## config.mk

```make
export PLATFORM = sky130hd
export DESIGN_NAME = hazard_unit
export DESIGN_NICKNAME = d
export VERILOG_FILES = /design/src/rtl/hazard_pkg.sv /design/src/rtl/mul_seq.sv /design/src/rtl/hazard_unit.sv
export SDC_FILE = /design/constraint.sdc
export NUM_CORES = 1
export LEC_CHECK = 0
export CORE_MARGIN = 4
export CORE_UTILIZATION = 37
export DETAILED_ROUTE_END_ITERATION = 16
export PLACE_DENSITY = 0.93
export SLEW_MARGIN = 15
export SYNTH_ARGS = -nofsm -noshare
export SYNTH_HDL_FRONTEND = slang
export SYNTH_SLANG_ARGS = --single-unit
```

## constraint.sdc

```tcl
create_clock -name clk -period 2.8 [get_ports clk]
set_input_delay 0.42 -clock clk [delete_from_list [all_inputs] [get_ports clk]]
set_output_delay 0.42 -clock clk [all_outputs]
set_load 0.02 [all_outputs]
```

## src/rtl/hazard_pkg.sv

```systemverilog
// Shared definitions for the pipeline hazard controller: forwarding select
// codes, the PC register index, the multiply sequencer state type and a
// helper that picks the forwarding source for one Execute operand.
package hazard_pkg;

  localparam logic [1:0] FWD_RF = 2'b00;  // register file value
  localparam logic [1:0] FWD_W  = 2'b01;  // ResultW
  localparam logic [1:0] FWD_M  = 2'b10;  // ALUOutM

  localparam logic [3:0] PC_REG = 4'd15;

  typedef enum logic [1:0] {
    IDLE = 2'd0,
    BUSY = 2'd1,
    DONE = 2'd2
  } mulState_t;

  // Memory beats Writeback; the PC is read from its own path and never bypassed.
  function automatic logic [1:0] fwdSelect(
    input logic [3:0] srcReg,
    input logic [3:0] dstM,
    input logic       wrM,
    input logic [3:0] dstW,
    input logic       wrW
  );
    if (srcReg == PC_REG)
      return FWD_RF;
    else if (wrM && (srcReg == dstM))
      return FWD_M;
    else if (wrW && (srcReg == dstW))
      return FWD_W;
    else
      return FWD_RF;
  endfunction

endpackage

```

## src/rtl/mul_seq.sv

```systemverilog
// Multiply occupancy sequencer. Tracks a multiply held in Execute for
// MUL_LATENCY cycles: the start cycle (IDLE with MulStartE), MUL_LATENCY-2
// cycles in BUSY, then one DONE cycle in which the result is valid.
// With MUL_LATENCY==1 the FSM never leaves IDLE and MulDoneE mirrors MulStartE.
module mul_seq
  import hazard_pkg::*;
#(
  parameter int MUL_LATENCY = 4
) (
  input  logic clk,
  input  logic reset,
  input  logic MulStartE,
  output logic MulBusyE,
  output logic MulDoneE
);

  localparam bit         MULTI    = (MUL_LATENCY > 1);
  localparam int         LOAD_INT = (MUL_LATENCY > 1) ? (MUL_LATENCY - 2) : 0;
  localparam logic [3:0] LOAD_VAL = 4'(LOAD_INT);

  mulState_t  stateReg, stateNext;
  logic [3:0] cntReg, cntNext;

  // State and remaining-BUSY-cycle counter; reset aborts any multiply in flight.
  always_ff @(posedge clk) begin
    if (reset) begin
      stateReg <= IDLE;
      cntReg   <= '0;
    end else begin
      stateReg <= stateNext;
      cntReg   <= cntNext;
    end
  end

  // Next state: the counter holds BUSY cycles still to run, so BUSY exits once
  // the decremented count reaches zero. A two-cycle multiply skips BUSY.
  always_comb begin
    stateNext = stateReg;
    cntNext   = cntReg;
    case (stateReg)
      IDLE: begin
        if (MulStartE && MULTI) begin
          if (LOAD_VAL == 4'd0) begin
            stateNext = DONE;
          end else begin
            stateNext = BUSY;
            cntNext   = LOAD_VAL;
          end
        end
      end
      BUSY: begin
        cntNext = cntReg - 4'd1;
        if (cntNext == 4'd0)
          stateNext = DONE;
      end
      DONE: begin
        // Same multiply is still in Execute here, so MulStartE is ignored.
        stateNext = IDLE;
        cntNext   = '0;
      end
      default: begin
        stateNext = IDLE;
        cntNext   = '0;
      end
    endcase
  end

  // Outputs: the start cycle already counts as busy; everything is quiet in reset.
  always_comb begin
    MulBusyE = 1'b0;
    MulDoneE = 1'b0;
    if (!reset) begin
      case (stateReg)
        IDLE: begin
          MulBusyE = MulStartE & MULTI;
          MulDoneE = MulStartE & ~MULTI;
        end
        BUSY:    MulBusyE = 1'b1;
        DONE:    MulDoneE = 1'b1;
        default: ;
      endcase
    end
  end

endmodule

```

## src/rtl/hazard_unit.sv

```systemverilog
// Pipeline hazard controller for the five-stage core: Execute operand
// forwarding, load-use stalls, control-flow flushes and multiply holds.
// Optional build macro HAZARD_PERF_EN adds saturating StallCount/FlushCount
// performance counters.
module hazard_unit
  import hazard_pkg::*;
#(
  parameter int MUL_LATENCY = 4
) (
  input  logic       clk,
  input  logic       reset,
  input  logic [3:0] RA1D,
  input  logic [3:0] RA2D,
  input  logic [3:0] RA1E,
  input  logic [3:0] RA2E,
  input  logic [3:0] WA3E,
  input  logic [3:0] WA3M,
  input  logic [3:0] WA3W,
  input  logic       RegWriteM,
  input  logic       RegWriteW,
  input  logic       MemtoRegE,
  input  logic       PCSrcD,
  input  logic       PCSrcE,
  input  logic       PCSrcM,
  input  logic       PCSrcW,
  input  logic       BranchTakenE,
  input  logic       MulStartE,
  output logic [1:0] ForwardAE,
  output logic [1:0] ForwardBE,
  output logic       StallF,
  output logic       StallD,
  output logic       StallE,
  output logic       FlushD,
  output logic       FlushE,
  output logic       FlushM,
  output logic       MulBusyE,
  output logic       MulDoneE
`ifdef HAZARD_PERF_EN
  ,
  output logic [31:0] StallCount,
  output logic [31:0] FlushCount
`endif
);

  logic [3:0] srcE [2];
  logic [1:0] fwdRaw [2];
  logic       ldrStall;
  logic       pcPend;
  logic       mulBusy;
  logic       mulDone;

  assign srcE[0] = RA1E;
  assign srcE[1] = RA2E;

  // One forwarding selector per Execute source operand.
  generate
    for (genvar gi = 0; gi < 2; gi++) begin : gFwd
      assign fwdRaw[gi] = fwdSelect(srcE[gi], WA3M, RegWriteM, WA3W, RegWriteW);
    end
  endgenerate

  // A load writing R15 is a branch and is handled by the PC path, not a stall.
  assign ldrStall = MemtoRegE & ((RA1D == WA3E) | (RA2D == WA3E)) & (WA3E != PC_REG);
  assign pcPend   = PCSrcD | PCSrcE | PCSrcM;

  mul_seq #(
    .MUL_LATENCY(MUL_LATENCY)
  ) uMulSeq (
    .clk      (clk),
    .reset    (reset),
    .MulStartE(MulStartE),
    .MulBusyE (mulBusy),
    .MulDoneE (mulDone)
  );

  // Stall/flush equations; a held multiply keeps Execute intact, so it masks the
  // load-use bubble there. Reset drains every stage into bubbles.
  always_comb begin
    ForwardAE = fwdRaw[0];
    ForwardBE = fwdRaw[1];
    StallF    = ldrStall | pcPend | mulBusy;
    StallD    = ldrStall | mulBusy;
    StallE    = mulBusy;
    FlushD    = pcPend | PCSrcW | BranchTakenE;
    FlushE    = (ldrStall | BranchTakenE) & ~mulBusy;
    FlushM    = mulBusy;
    MulBusyE  = mulBusy;
    MulDoneE  = mulDone;
    if (reset) begin
      ForwardAE = FWD_RF;
      ForwardBE = FWD_RF;
      StallF    = 1'b0;
      StallD    = 1'b0;
      StallE    = 1'b0;
      FlushD    = 1'b1;
      FlushE    = 1'b1;
      FlushM    = 1'b1;
      MulBusyE  = 1'b0;
      MulDoneE  = 1'b0;
    end
  end

`ifdef HAZARD_PERF_EN
  logic [31:0] stallCountReg;
  logic [31:0] flushCountReg;

  // Saturating event counters; the reset branch keeps reset-forced flushes out.
  always_ff @(posedge clk) begin
    if (reset) begin
      stallCountReg <= '0;
      flushCountReg <= '0;
    end else begin
      if (StallF && (stallCountReg != '1))
        stallCountReg <= stallCountReg + 32'd1;
      if ((FlushD || FlushE) && (flushCountReg != '1))
        flushCountReg <= flushCountReg + 32'd1;
    end
  end

  assign StallCount = stallCountReg;
  assign FlushCount = flushCountReg;
`endif

endmodule

```

==> key figures <==
Global route
  – Largest net degree at the start of global routing: 12
  – Grt ovf: 0
  – Vias in the first global route: 849
  – Antenna violations before repair: 0
  – First-pass GRT wire length: 3608 um
  – Total track usage: 17.09%

STA
  – Final hold vios: 0
  – Setup TNS: 0 ns
  – Setup Skew: 0.003112 ns
  – Max Clk Rate: 370.9 MHz
  – Slew Limit Fails: 0
  – Rel. slew slack: 75.65%
  – Slew @ Worst Pin: 0.3624 ns
  – Hold Slack: 0.5012 ns
  – Final setup viols: 0
  – Tmin final: 2.696 ns
  – Period utilization: 96.29%
  – Unrepaired setup endpoints after global routing: false

Placement
  – Number of port buffers: 50
  – Placed cells: 165
  – DP Area: 1255 um^2
  – Post-DP HPWL: 2122 um
  – GP Congestion: 0.8145

Floorplanning
  – Io pins: 51
  – Rows: 15
  – Initial Utilization: 40.63%
  – Die area: 2754 um^2
  – Area of the core: 1802 um^2
  – DIE HEIGHT: 52.48 um
  – Die width: 52.48 um

Setup path
  – R2R Path Start: uMulSeq.cntReg[0]
  – Worst EP arrival: 2.28 ns
  – CP required: 2.38 ns
  – Crit path launch: WA3E[1]
  – Crit path kind: input port to output port
  – Crit. End Element: output port
  – Crit start category: input port
  – Highest fanout seen on the critical path: 3

Drt
  – Final Routed Wirelength: 2439 um
  – Via Count: 872
  – Met3 WL post-DR: 182 um
  – Max Used Layer: met4
  – ANT nets after route: 0
  – Drt initial violations: 22
  – Residual DRC count: 0
  – Metal2 WL: 1281 um
  – Post-DR vias/cell: 5.190
  – Met1 WL: 965 um
  – Routed WL per cell: 14.52 um
  – 1st-pass router iterations: 4

Flow run
  – Max_cap viols: 0

Layout
  – Layout area overhead: 75.21%
  – Fin nets: 186
  – Most frequent cells in the layout: 48 x clkdlybuf4s50_1, 21 x xor2_1, 7 x nor3_1, 7 x nand3_1
  – Post-layout instance count excluding filler cells: 168
  – Layout cells sized above 1: 6.294%
  – Number of diodes: 0
  – Final instance area: 1282 um^2
  – Most common cell after layout, fill and taps aside: clkdlybuf4s50_1

Clock network
  – Reg clk slew, reported paths: 0.04 ns
  – CTS Buf Count: 3
  – Clock sinks: 6
  – CTS H-tree lvls: 1
  – Hold buffer count at cts: 0
  – TritonCTS clock tree: built
  – CTS max path bufs: 2
  – Clk Latency, worst-skew pair: 0.24 ns
  – Root Buffer Master: clkbuf_4

Yosys
  – #FFs+latches synth: 6
  – Seq/Total Area, Yosys: 16.41%
  – Synth warnings: 0
  – Syn_nets: 133
  – Synth area leaders: xor2_1 25%, dfxtp_1 16%, nor4_4 5.8%
  – Mapped Area: 732.0 um^2
  – Synth Area per Inst: 7.956 um^2
  – Gate count after technology mapping: 92
  – Yosys top cell by area: xor2_1
  – Synth cell types: 30
  – Yosys top cell area share: 25.13%

Power
  – Switching power of the nets: 0.0001129 W
  – Switching part of the total: 32.24%
  – Pwr dens: 273.1 nW/um^2
  – Clock share of power: 22.1%
  – Worst IR Drop VDD: 0.1937 mV
  – Int Pwr: 0.0002373 W
  – Sequential share of power: 28.4%
  – Logic pwr share: 49.6%
  – Overall power: 0.0003502 W
  – Lkg Pwr: 0.5050 nW

Run status
  – Outcome: finished clean

Hold path
  – Hold_sp: uMulSeq.cntReg[3]
  – Hold WC Path Type: register to register
-- cells in the mapped netlist, drive strengths merged --
master,number
nor2b,3
nor3,7
nand2,2
clkbuf,1
and3,2
xnor2,3
nand2b,2
a21oi,4
dfxtp,6
ha,2
o2111ai,1
o211ai,1
nor2,6
a41o,2
xor2,21
buf,3
nand3b,2
or2,2
nand4,1
nor4,4
a211oi,1
inv,2
o21ai,4
mux2i,1
nand3,7
a31oi,1
nor3b,1
-- critical path: stages --
cell	delay, ns
clkdlybuf4s50_1	0.48
xor2_1	0.22
nor4_4	0.32
o2111ai_1	0.14
nand2_1	0.08
clkdlybuf4s50_1	0.61
-- logic make-up (layout without fill, tap and decap cells) --
| kind of cell | after synthesis | count (layout) | synth area share (%) |
|---|---|---|---|
| flops | 6 | 6 | 16.41 |
| simple gates | 39 | 39 | 32.82 |
| fa+ha+maj | 2 | 2 | 3.418 |
| compound gates | 14 | 14 | 12.99 |
| xor+xnor | 24 | 24 | 28.72 |
| mux | 1 | 1 | 1.368 |
| buf+inv | 6 | 57 | 4.272 |
-- layout make-up --
class | count | area [um^2]
well taps | 25 | 31.28
clock buffers | 3 | 22.52
multi-input cells | 80 | 580.6
flip-flops and latches | 6 | 120.1
inverters | 2 | 7.507
repair buffers | 52 | 520.5
fillers | 144 | 519.2
-- metal layers --
layer  vias to the layer above  track usage, %
met5                         -               0
met4                         0           2.553
met3                         3           2.849
met2                        37           32.23
met1                       399           20.17
li1                        433               -
-- sequential cells by signal, indices dropped and copies added, names as in the netlist --
| signal | cells |
|---|---|
| uMulSeq.stateReg | 2 |
| uMulSeq.cntReg | 4 |
-- what timing repair did --
item	4_1_cts	5_1_grt
setup endpoints to repair	0	2
resized for setup	0	2
endpoints found under the hold margin	0	0
buffers inserted	0	0
-- power groups by stage --
stage / clock [W] / sequential (W) / combinational, W
global route: 0.0000858 / 0.000100 / 0.000186
floorplan: 0 / 0.0000971 / 0.0000845
detailed placement: 0 / 0.000101 / 0.000174
CTS: 0.0000808 / 0.0000993 / 0.000175
global placement: 0 / 0.000100 / 0.000168
finish: 0.0000774 / 0.0000993 / 0.000174
-- stage by stage --
stage | util [%] | setup slack [ns]
finish | 71.18 | 0.1038
detailed placement | 69.65 | 0.02977
floorplan | - | 0.9444
global placement | 69.65 | 0.09256
CTS | 70.90 | 0.02974
global route | 71.18 | 0.02457
-- path summary, 6_finish.rpt --
check	endpoint	slack, ns	cells after the start
min	uMulSeq.cntReg[3]	0.50	2
max reg2reg	uMulSeq.stateReg[1]	1.49	6
max	FlushE	0.10	6
min reg2reg	uMulSeq.cntReg[3]	0.50	2
(Power assumes the default switching activity.)
